`config.mk`:
```
export PLATFORM = sky130hd
export DESIGN_NAME = btb_2bit_predictor
export DESIGN_NICKNAME = d
export VERILOG_FILES = /design/src/rtl/btb_pkg.sv /design/src/rtl/btb_sat_ctr.sv /design/src/rtl/btb_2bit_predictor.sv
export SDC_FILE = /design/constraint.sdc
export NUM_CORES = 1
export LEC_CHECK = 0
export CAP_MARGIN = 20
export CORE_AREA = 2 2 307 309
export CTS_BUF_LIST = sky130_fd_sc_hd__clkbuf_2
export DETAILED_ROUTE_END_ITERATION = 6
export DIE_AREA = 0 0 309 311
export GPL_ROUTABILITY_DRIVEN = 0
export PLACE_DENSITY = 0.7
export SLEW_MARGIN = 10
export SYNTH_ARGS = -nofsm -noshare
export SYNTH_HDL_FRONTEND = slang
export SYNTH_SLANG_ARGS = --single-unit
```
`constraint.sdc`:
```
create_clock -name clk -period 16 [get_ports clk]
set_input_delay 3.2 -clock clk [delete_from_list [all_inputs] [get_ports clk]]
set_output_delay 3.2 -clock clk [all_outputs]
set_load 0.01 [all_outputs]
```
`src/rtl/btb_pkg.sv`:
```
// Shared types and helpers for the branch target buffer.
package btb_pkg;

    typedef logic [1:0] ctr_t;

    localparam ctr_t SNT = 2'b00;
    localparam ctr_t WNT = 2'b01;
    localparam ctr_t WT  = 2'b10;
    localparam ctr_t ST  = 2'b11;

    // Two-bit saturating direction counter step.
    function automatic ctr_t ctr_next(ctr_t c, logic taken);
        ctr_t r;
        if (taken) begin
            r = (c == ST) ? ST : ctr_t'(c + 2'd1);
        end else begin
            r = (c == SNT) ? SNT : ctr_t'(c - 2'd1);
        end
        return r;
    endfunction

endpackage

```
`src/rtl/btb_sat_ctr.sv`:
```
// Generic saturating up/down counter with enable and synchronous clear.
module btb_sat_ctr #(
    parameter int unsigned W = 32
) (
    input  logic         clk,
    input  logic         rst_n,
    input  logic         clr_i,
    input  logic         en_i,
    input  logic         up_i,
    output logic [W-1:0] cnt_o
);

    logic [W-1:0] cnt_q;
    logic [W-1:0] cnt_d;

    // Next count: clear has priority, then saturating step in the chosen direction.
    always_comb begin
        cnt_d = cnt_q;
        if (clr_i) begin
            cnt_d = '0;
        end else if (en_i) begin
            if (up_i && (cnt_q != {W{1'b1}})) begin
                cnt_d = cnt_q + W'(1);
            end else if (!up_i && (cnt_q != '0)) begin
                cnt_d = cnt_q - W'(1);
            end
        end
    end

    // Count register with synchronous active-low reset.
    always_ff @(posedge clk) begin
        if (!rst_n) begin
            cnt_q <= '0;
        end else begin
            cnt_q <= cnt_d;
        end
    end

    assign cnt_o = cnt_q;

endmodule

```
`src/rtl/btb_2bit_predictor.sv`:
```
// Direct-mapped BTB with 2-bit direction counters, allocate-on-taken and
// mispredict statistics. Optional write-through bypass: define BTB_FWD_EN.
module btb_2bit_predictor
    import btb_pkg::*;
#(
    parameter int unsigned ENTRIES = 16,
    parameter int unsigned ADDR_W  = 32,
    parameter int unsigned STAT_W  = 32
) (
    input  logic              clk,
    input  logic              rst_n,
    input  logic [ADDR_W-1:0] lk_pc,
    output logic              lk_hit,
    output logic              lk_taken,
    output logic [ADDR_W-1:0] lk_target,
    input  logic              up_valid,
    input  logic [ADDR_W-1:0] up_pc,
    input  logic              up_taken,
    input  logic [ADDR_W-1:0] up_target,
    input  logic              up_mispred,
    output logic [STAT_W-1:0] stat_updates,
    output logic [STAT_W-1:0] stat_mispred
);

    localparam int unsigned IDX_W = $clog2(ENTRIES);
    localparam int unsigned TAG_W = ADDR_W - IDX_W - 2;

    logic [ENTRIES-1:0] valid_q;
    ctr_t               ctr_q  [ENTRIES];
    logic [TAG_W-1:0]   tag_q  [ENTRIES];
    logic [ADDR_W-1:0]  dest_q [ENTRIES];

    logic [IDX_W-1:0]   l_idx, u_idx;
    logic [TAG_W-1:0]   l_tag, u_tag;
    logic               u_hit;
    logic               tbl_wr;

    logic               e_valid_d;
    ctr_t               e_ctr_d;
    logic [TAG_W-1:0]   e_tag_d;
    logic [ADDR_W-1:0]  e_dest_d;

    logic               r_valid;
    ctr_t               r_ctr;
    logic [TAG_W-1:0]   r_tag;
    logic [ADDR_W-1:0]  r_dest;

    logic               unused_pc_bits;

    assign l_idx = lk_pc[IDX_W+1:2];
    assign l_tag = lk_pc[ADDR_W-1:IDX_W+2];
    assign u_idx = up_pc[IDX_W+1:2];
    assign u_tag = up_pc[ADDR_W-1:IDX_W+2];

    // Byte-offset bits never address the table.
    assign unused_pc_bits = ^{lk_pc[1:0], up_pc[1:0]};

    // Post-update contents of the entry addressed by the resolved branch.
    always_comb begin
        u_hit     = valid_q[u_idx] && (tag_q[u_idx] == u_tag);
        e_valid_d = valid_q[u_idx];
        e_ctr_d   = ctr_q[u_idx];
        e_tag_d   = tag_q[u_idx];
        e_dest_d  = dest_q[u_idx];
        tbl_wr    = 1'b0;
        if (up_valid) begin
            if (u_hit) begin
                tbl_wr  = 1'b1;
                e_ctr_d = ctr_next(ctr_q[u_idx], up_taken);
                if (up_taken) begin
                    e_dest_d = up_target;
                end
            end else if (up_taken) begin
                tbl_wr    = 1'b1;
                e_valid_d = 1'b1;
                e_ctr_d   = WT;
                e_tag_d   = u_tag;
                e_dest_d  = up_target;
            end
        end
    end

    // Valid bits and counters: reset to empty / weakly-not-taken, reset beats update.
    always_ff @(posedge clk) begin
        if (!rst_n) begin
            valid_q <= '0;
            for (int i = 0; i < int'(ENTRIES); i++) begin
                ctr_q[i] <= WNT;
            end
        end else if (tbl_wr) begin
            valid_q[u_idx] <= e_valid_d;
            ctr_q[u_idx]   <= e_ctr_d;
        end
    end

    // Tags and targets keep their contents across reset.
    always_ff @(posedge clk) begin
        if (rst_n && tbl_wr) begin
            tag_q[u_idx]  <= e_tag_d;
            dest_q[u_idx] <= e_dest_d;
        end
    end

    // Lookup read, optionally bypassing a same-index update in flight.
    always_comb begin
        r_valid = valid_q[l_idx];
        r_ctr   = ctr_q[l_idx];
        r_tag   = tag_q[l_idx];
        r_dest  = dest_q[l_idx];
`ifdef BTB_FWD_EN
        if (up_valid && (l_idx == u_idx)) begin
            r_valid = e_valid_d;
            r_ctr   = e_ctr_d;
            r_tag   = e_tag_d;
            r_dest  = e_dest_d;
        end
`endif
    end

    assign lk_hit    = r_valid && (r_tag == l_tag);
    assign lk_taken  = lk_hit && r_ctr[1];
    assign lk_target = lk_hit ? r_dest : '0;

    btb_sat_ctr #(.W(STAT_W)) u_stat_updates (
        .clk   (clk),
        .rst_n (rst_n),
        .clr_i (1'b0),
        .en_i  (up_valid),
        .up_i  (1'b1),
        .cnt_o (stat_updates)
    );

    btb_sat_ctr #(.W(STAT_W)) u_stat_mispred (
        .clk   (clk),
        .rst_n (rst_n),
        .clr_i (1'b0),
        .en_i  (up_valid && up_mispred),
        .up_i  (1'b1),
        .cnt_o (stat_mispred)
    );

endmodule

```
-- After elaboration in Yosys (flattened, before gate mapping)
Memories as Yosys holds them, arrays and structs flattened.
Cells that the tools add are included.
- flip-flop bits (word level): 80
- RAM bits: 960
- input bits: 101
- output and inout bits: 98
- memories: 3
- $add $sub $neg: 4
- magnitude comparators: 3
- equal/unequal tests: 7
- multiplexer cells: 34
- reduce and logical (&&, ||, !) cells: 11
- memories (name ; depth ; width ; read ports ; clocked after Yosys merged registers in ; wr ports ; line ; source):
    dest_q ; 16 ; 32 ; 1 ; 0 ; 1 ; btb_2bit_predictor.sv:31 ; logic [ADDR_W-1:0] dest_q [ENTRIES];
    tag_q ; 16 ; 26 ; 2 ; 0 ; 1 ; btb_2bit_predictor.sv:30 ; logic [TAG_W-1:0] tag_q [ENTRIES];
    ctr_q ; 16 ; 2 ; 2 ; 0 ; 16 ; btb_2bit_predictor.sv:29 ; ctr_t ctr_q [ENTRIES];
- operators by type and width (operator ; number):
    32-bit two-way mux ; 3
    26-bit two-way mux ; 3
    32-bit by 1-bit adder with 32-bit output, second input constant ; 2
    32-bit inequality test, second input constant ; 2
    26-bit equality test ; 2
    16-bit bitwise mux ; 1
    1-bit two-way mux ; 16
    2-bit two-way mux ; 7
    4-bit by 5-bit less-than comparator with 1-bit output, second input constant ; 2
    1-bit binary-select mux with 4-bit select ; 2
    1-bit logical AND ; 6
    1-bit demux with 4-bit select ; 1
    4-bit by 1-bit greater-or-equal comparator with 1-bit output, second input constant ; 1
    4-bit two-way mux ; 1
    2-bit AND reduction ; 2
    3-bit AND reduction ; 1
    2-bit by 1-bit adder with 2-bit output, second input constant ; 1
    2-bit equality test, second input constant ; 1
    2-bit logical NOT ; 1
    2-bit inequality test, second input constant ; 1
    2-bit OR reduction ; 1
    2-bit by 1-bit subtractor with 2-bit output, second input constant ; 1
    1-bit inequality test, second input constant ; 1

-- Depth between registers and ports, before layout
Gate-level depths: netlist of the first run.
- depth in word-level cells: 10
- gate-level depth with buffers: 15
- mapped depth without buffers: 9

-- By module
A second synthesis of the first run with hierarchy kept.
- cells, all modules: 2935
- area, all modules: 49008.3 um^2
- modules (own cells, without submodules) (module ; times used ; cells an instance ; area an instance (um^2)):
    btb_2bit_predictor ; 1 ; 2163 ; 43176.4
    btb_sat_ctr (u_stat_updates) ; 1 ; 410 ; 3030.4
    btb_sat_ctr (u_stat_mispred) ; 1 ; 362 ; 2801.4

-- Least setup slack after synthesis of the first run
No wires, ideal clock.
- path type: input-to-output
- from: input port lk_pc[2]
- to: output port lk_target[22]
- arrival: 6.281 ns
- data required time: 12.800 ns
- setup slack: 6.519 ns
- cell stages on the path: 10
- path buffers: 4
- cell sequence: clkbuf_1 > buf_2 > buf_1 > mux4_2 > mux4_2 > xnor2_1 > nand4_1 > nor3_1 > clkbuf_1 > and3_1
- word-level cells in the longest chain between the ends: 4
- elaborated cells between the ends (all ways): 7
- classes of those cells: 1 x eq/ne; 3 x mux; 1 x reduce/logical; 2 x memory
- ends and longest elaborated chain (item ; line ; source):
    start, declared ; btb_2bit_predictor.sv:12 ; input logic [ADDR_W-1:0] lk_pc,
    memory 16 x 26 bit / 1-bit binary-select mux with 4-bit select (equally long branches) ; -- ;
    26-bit equality test / 1-bit two-way mux (equally long branches) ; btb_2bit_predictor.sv:120, btb_2bit_predictor.sv:106 ;
    1-bit logical AND ; btb_2bit_predictor.sv:120 ; assign lk_hit = r_valid && (r_tag == l_tag);
    32-bit two-way mux * ; btb_2bit_predictor.sv:122 ; assign lk_target = lk_hit ? r_dest : '0;
    end, declared ; btb_2bit_predictor.sv:15 ; output logic [ADDR_W-1:0] lk_target,
Mark *: on every way between the ends. The rest lies on a longest branch, timed or not. The select of a mux whose other input is x is not followed.

-- Final worst setup path of the first run
- from: input port lk_pc[4]
- to: output port lk_target[21]
Same word-level chain as after synthesis.

==> metrics.yaml, run 1 <==
synth:
  synth.distinct_cells: 81
  synth_area_leaders: "edfxtp_1, mux4_2, dfxtp_1"
  synth_top_area_cell: "edfxtp_1"
  synth_seq_area_share_pct: 66.1
  synth_ff_type: "edfxtp_1"
  synth-edff-count: 960
  synth_fp_nets: 2565
  synth_cells: 2462
  synth.cell_area_mm2: 0.0461
  ys_seq_elements: 1040
  ys_async_sr_fraction_pct: 0
  syn_area_per_cell_um2: 18.7
  synth.top_cell.area_share_pct: 62.6
  ys_warn_count: 0
job:
  maxCapViolCount: 0
global_route:
  grt_pass1_wl_um: 176000
  grt_max_degree: 115
  first_global_vias: 27500
  grt.overflow.total: 0
  track_usage_pct: 25.2
  antenna_found_initial: 13
setup_path:
  timing.critical_path.buf_inv: 4
  crit_path_end_kind: "output pin"
  cp.required_ns: 12.80
  crit_type: "primary input to output pin"
  worstPathCellList: "clkbuf_8, buf_4, mux4_2, mux4_2, xnor2_1, nand4_1, nor4_2, buf_4, and3_1, clkdlybuf4s50_1"
  cp_max_fo: 75
  cp-start-kind: "primary input"
  slowest_delay_ns: 0.86
  cp.arrival_ns: 7.86
  critPathTopFamily: "buffers and inverters"
  slowest_stage: "buf_4"
clock_tree:
  cts_max_level: 5
  cts_resized: 0
  clockBufferDepth: 4
  postCtsSetupBuffers: 0
  cts_buffers: 280
  clock-sinks: 1040
  hold_buffers: 0
  cts_tree: "done"
  insertion_delay_ns: 1.49
  clkTransAtPathRegs_ns: 0.09
  cts-root-buf: "clkbuf_2"
die:
  row_count: 112
  core_mm2: 0.0928
  io_pins: 199
  die_h_um: 311
  start_util_pct: 49.6
  die_w_um: 309
  die_area_mm2: 0.0961
timing:
  hold_viol_final: 0
  post-route-period-util_pct: 69.1
  relSlewSlack_pct: 25.4
  setup_tns_ns: 0
  slew_violations: 0
  rsz0062_at_grt: "false"
  finalSetupViolCount: 0
  clock.fmax_mhz: 90.4
  tightest_slew_ns: 1.12
  finClkSkew_ns: 0.168
  period_needed_ns: 11.06
power_and_ir_drop:
  peakVddDrop_v: 0.0000654
  power_mw: 5.20
  p_per_area_mw_per_mm2: 100
  leakagePower_nw: 17.3
finish:
  syn_to_final_growth_pct: 12.6
  fin_area_mm2: 0.0519
  nets: 2961
  layout-drive-gt1-share_pct: 30.5
route:
  drt-vias-per-instance: 6.18
  route.detailed.wl_per_inst_um: 28.0
  drtIter0Drc: 2896
  via_count: 26600
  drc: 0
  dr.pass1.iters: 7
  wirelength_um: 120000
  ant_nets: 0
place:
  dp_hpwl_um: 67200
  io_buffer_count: 194
  placed_area_mm2: 0.0494
min_path:
  min_path_type: "flop to flop"
status:
  outcome: "complete, no violations"
report_power, final:
part / internal (mW) / total [mW] / switching (mW)
combinational: 0.177 / 0.415 / 0.238
sequential: 3.00 / 3.01 / 0.00696
clock: 0.711 / 1.77 / 1.06
total: 3.89 / 5.20 / 1.31
Yosys cell counts (4+ instances only):
library cell	number
edfxtp_1	960
mux4_2	361
mux2i_1	129
nand2_1	93
dfxtp_1	80
clkbuf_1	73
xnor2_1	73
o21ai_0	57
nor2_1	56
and2_1	49
nand3_1	46
and3_1	41
a22oi_1	29
buf_1	26
inv_1	24
nand4_1	23
or3_1	23
nand2b_1	21
buf_2	20
mux2_2	19
nor3_1	19
a21o_1	18
xor2_1	18
nor2b_1	16
a21boi_0	15
mux4_1	15
buf_6	13
a21oi_1	12
a22o_1	11
mux2_1	11
nor3_2	10
buf_4	9
and4_1	8
buf_12	7
nor4_1	4
o22ai_1	4
cell type report:
class | instances | area (µm²)
multi-input combinational | 1247 | 14900
clock buffer | 386 | 1930
timing repair buffer | 264 | 2490
antenna | 5 | 12.5
tap | 1254 | 1570
inverter | 25 | 93.8
fill | 7246 | 40900
clock inverter | 77 | 410
sequential | 1040 | 30400
metrics by stage:
| step | cells | setup WS (ns) | hold slack, ns | utilization (%) |
|---|---|---|---|---|
| 3_5_place_dp | 3821 | 4.91 | 0.463 | 53.3 |
| 4_1_cts | 4284 | 4.90 | 0.484 | 55.8 |
| 6_report | 4298 | 4.94 | 0.487 | 55.9 |
| 5_1_grt | 4297 | 4.72 | 0.525 | 55.9 |
| 2_1_floorplan | 2462 | 6.52 | 0.436 | - |
| 3_3_place_gp | 3821 | 4.99 | 0.448 | 53.3 |
worst paths after layout:
path                              startpoint            end  slack (ns)  depth (start not counted)
worst max register to register  tag_q[2][21]    tag_q[0][8]       11.11                         10
worst max-delay path                lk_pc[4]  lk_target[21]        4.94                         10
worst min-delay path             valid_q[12]    valid_q[12]        0.49                          1
worst min register to register   valid_q[12]    valid_q[12]        0.49                          1
logic make-up after synthesis:
group / after synthesis / share of synthesized area, %
mux: 536 / 22.1
simple gates: 425 / 5.01
xor+xnor: 92 / 1.77
buf+inv: 175 / 2.05
compound gates: 192 / 2.95
fa+ha+maj: 2 / 0.0543
flops: 1040 / 66.1
cell usage in the layout (no fill, tap or decap), types with 19 or more instances in the layout:
cell             synthesis  final
edfxtp_1               960    960
clkbuf_2                 0    386
mux4_2                 361    361
clkdlybuf4s50_1          0    185
mux2i_1                129    129
nand2_1                 93     93
dfxtp_1                 80     80
xnor2_1                 73     73
buf_4                    9     67
clkinv_1                 0     58
o21ai_0                 57     57
and2_1                  49     49
nand3_1                 46     46
and3_1                  41     41
nor2_4                   0     30
a22oi_1                 29     29
nor2_1                  56     26
inv_1                   24     24
or3_1                   23     23
nand4_1                 23     23
nand2b_1                21     21
mux2_2                  19     19
registers in the layout, indices dropped and copies added, names as in the netlist:
name / count
valid_q: 16
tag_q: 416
dest_q: 512
u_stat_mispred.cnt_o: 32
ctr_q: 32
u_stat_updates.cnt_o: 32
per-layer routing:
metal,up-vias,wire length (µm),track usage [%]
met5,-,123,0
li1,11100,-,-
met2,1493,58800,40.1
met1,13700,45400,33.2
met3,271,12100,6.59
met4,18,3780,9.70
No activity file was read; power rests on OpenSTA's default activity.
==> run 2, diff against run 1 <==
Clock period 16 ns to 11.31 ns, I/O delays scaled along.
==> metrics.yaml, run 2 (synthesis results as in run 1) <==
finish:
  final_cell_mix: "edfxtp_1, clkbuf_2, mux4_2, clkdlybuf4s50_1, mux2i_1"  # unchanged
  top_register: "dest_q"  # unchanged
  largest_register_ff_count: 512  # unchanged
  layout-drive-gt1-share_pct: 30.4  # was 30.5%
  nets: 2958  # was 2961
  final_common_cell: "edfxtp_1"  # unchanged
  postLayoutCoreUtil_pct: 55.9  # about the same
  top_regs: "dest_q: 512 flops, tag_q: 416 flops"  # unchanged
  syn_to_final_growth_pct: 12.6  # about the same
clock_tree:
  clkTransAtPathRegs_ns: 0.08  # was 0.09 ns
  insertion_delay_ns: 1.46  # was 1.49 ns
  cts_max_level: 5  # unchanged
  cts_resized: 0  # unchanged
  cts-root-buf: "clkbuf_2"  # unchanged
  cts_buffers: 277  # was 280
  clockBufferDepth: 4  # unchanged
  clock-sinks: 1040  # unchanged
  cts_tree: "done"  # unchanged
  hold_buffers: 0  # unchanged
  postCtsSetupBuffers: 0  # unchanged
place:
  io_buffer_count: 194  # unchanged
  dp_slack_ns: 2.51  # was 4.91 ns
  dp_hpwl_um: 67300  # was 67200 µm
global_route:
  grt_max_degree: 115  # unchanged
  grt_pass1_wl_um: 174000  # was 176000 µm
  first_global_vias: 27500  # about the same
  track_usage_pct: 24.8  # was 25.2%
  antenna_found_initial: 16  # was 13
  grt.overflow.total: 0  # unchanged
setup_path:
  crit_type: "primary input to output pin"  # unchanged
  crit_path_end_kind: "output pin"  # unchanged
  worstPathCellList: "buf_6, buf_4, mux4_2, mux4_2, xnor2_1, nand4_1, nor4_2, buf_4, and3_1, clkdlybuf4s50_1"  # was clkbuf_8, buf_4, mux4_2, mux4_2, xnor2_1, nand4_1, nor4_2, buf_4, and3_1, clkdlybuf4s50_1
  timing.critical_path.buf_inv: 4  # unchanged
  critPathTopFamily: "buffers and inverters"  # unchanged
  cp-start-kind: "primary input"  # unchanged
  worstRegToRegCells: 10  # unchanged
  slowest_stage: "buf_4"  # unchanged
  cp.required_ns: 9.05  # was 12.80 ns
  cp.arrival_ns: 6.52  # was 7.86 ns
  slowest_delay_ns: 0.60  # was 0.86 ns
  cp.depth: 10  # unchanged
  cp_max_fo: 57  # was 75
die:
  io_pins: 199  # unchanged
  die_w_um: 309  # unchanged
  row_count: 112  # unchanged
  die_area_mm2: 0.0961  # unchanged
  die_h_um: 311  # unchanged
  start_util_pct: 49.6  # unchanged
  core_mm2: 0.0928  # unchanged
route:
  ant_nets: 0  # unchanged
  via_count: 26200  # was 26600
  wirelength_um: 118000  # was 120000 µm
  route.detailed.wl_per_inst_um: 27.6  # was 28.0 µm
  drc: 0  # unchanged
  drtIter0Drc: 2752  # was 2896
  dr.pass1.iters: 5  # was 7
  drt-vias-per-instance: 6.10  # was 6.18
min_path:
  holdPathStages: 1  # unchanged
  min_path_type: "flop to flop"  # unchanged
timing:
  finClkSkew_ns: 0.120  # was 0.168 ns
  tightest_slew_ns: 1.11  # was 1.12 ns
  postLayoutSetupSlackWorst_ns: 2.53  # was 4.94 ns
  period_needed_ns: 8.78
  post-route-period-util_pct: 77.7
  hold_viol_final: 0  # unchanged
  rsz0062_at_grt: "false"  # unchanged
  setup_tns_ns: 0  # unchanged
  clock.fmax_mhz: 114
  slew_violations: 0  # unchanged
  relSlewSlack_pct: 25.8  # was 25.4%
  finalSetupViolCount: 0  # unchanged
job:
  maxCapViolCount: 0  # unchanged
power_and_ir_drop:
  pwr-share-clk_pct: 33.7  # was 34.1%
  power_frac_comb_pct: 8.0  # about the same
  p_per_area_mw_per_mm2: 141  # was 100 mW/mm²
  seqPwrFrac_pct: 58.3  # was 57.9%
  internal_power_mw: 5.50  # was 3.89 mW
  leakagePower_nw: 17.3  # about the same
  power.switching_mw: 1.82  # was 1.31 mW
  power_switching_share_pct: 24.8  # was 25.1%
  peakVddDrop_v: 0.000122  # was 0.0000654 V
  power_mw: 7.31  # was 5.20 mW
status:
  outcome: "complete, no violations"  # unchanged
-- run 2: changes by cell type in the layout (fill, tap and decap cells not counted), sizes merged --
cell    delta
buf        -5
bufinv     +1
clkinv     +1
diode      +4
clkbuf    -11
inv        -1
-- run 2: routing by layer --
| metal | share of wire (%) | track usage (%) | vias up |
|---|---|---|---|
| met5 | 0.10 | 0 | - |
| met4 | 2.9 | 9.17 | 16 |
| met3 | 8.9 | 6.48 | 255 |
| met2 | 50 | 40.9 | 1277 |
| met1 | 38 | 31.8 | 13500 |
| li1 | - | - | 11100 |
-- run 2: area by class of cell --
class	instances	area, µm²
Antenna cell	9	22.5
Clock buffer	370	1850
Clock inverter	78	447
Fill cell	7259	40900
Inverter	25	93.8
Multi-Input combinational cell	1247	14900
Sequential cell	1040	30400
Tap cell	1254	1570
Timing Repair Buffer	264	2490
-- run 2: stage by stage --
step | instances | hold slack [ns] | area [µm²]
detailed placement | 3821 | 0.463 | 49400
global route | 4281 | 0.507 | 51800
global placement | 3821 | 0.449 | 49400
floorplan | 2462 | 0.436 | 46100
CTS | 4269 | 0.484 | 51700
finish | 4287 | 0.487 | 51800
-- run 2: worst reg2reg max path: cells and delay by family (launching register included) --
kind            cells  cell delay, ns
simple gates        2            0.51
buf+inv             2            0.81
xor+xnor            1            0.13
compound gates      3            1.06
mux                 2            0.98
flops               1            0.39
-- run 2: power groups by stage --
stage / Sequential (mW) / Clock (mW) / Combinational [mW]
5_1_grt: 4.26 / 2.75 / 0.622
6_report: 4.26 / 2.47 / 0.586
3_5_place_dp: 4.35 / 0 / 0.580
2_1_floorplan: 4.34 / 0 / 0.383
3_3_place_gp: 4.35 / 0 / 0.563
4_1_cts: 4.26 / 2.54 / 0.581
-- run 2: path summary, 6_finish.rpt --
check             slack [ns]    startpoint             to
hold / removal          0.49    valid_q[3]     valid_q[3]
setup reg to reg        6.92  tag_q[2][21]   tag_q[8][24]
hold reg to reg         0.49    valid_q[3]     valid_q[3]
setup / recovery        2.53      lk_pc[3]  lk_target[14]
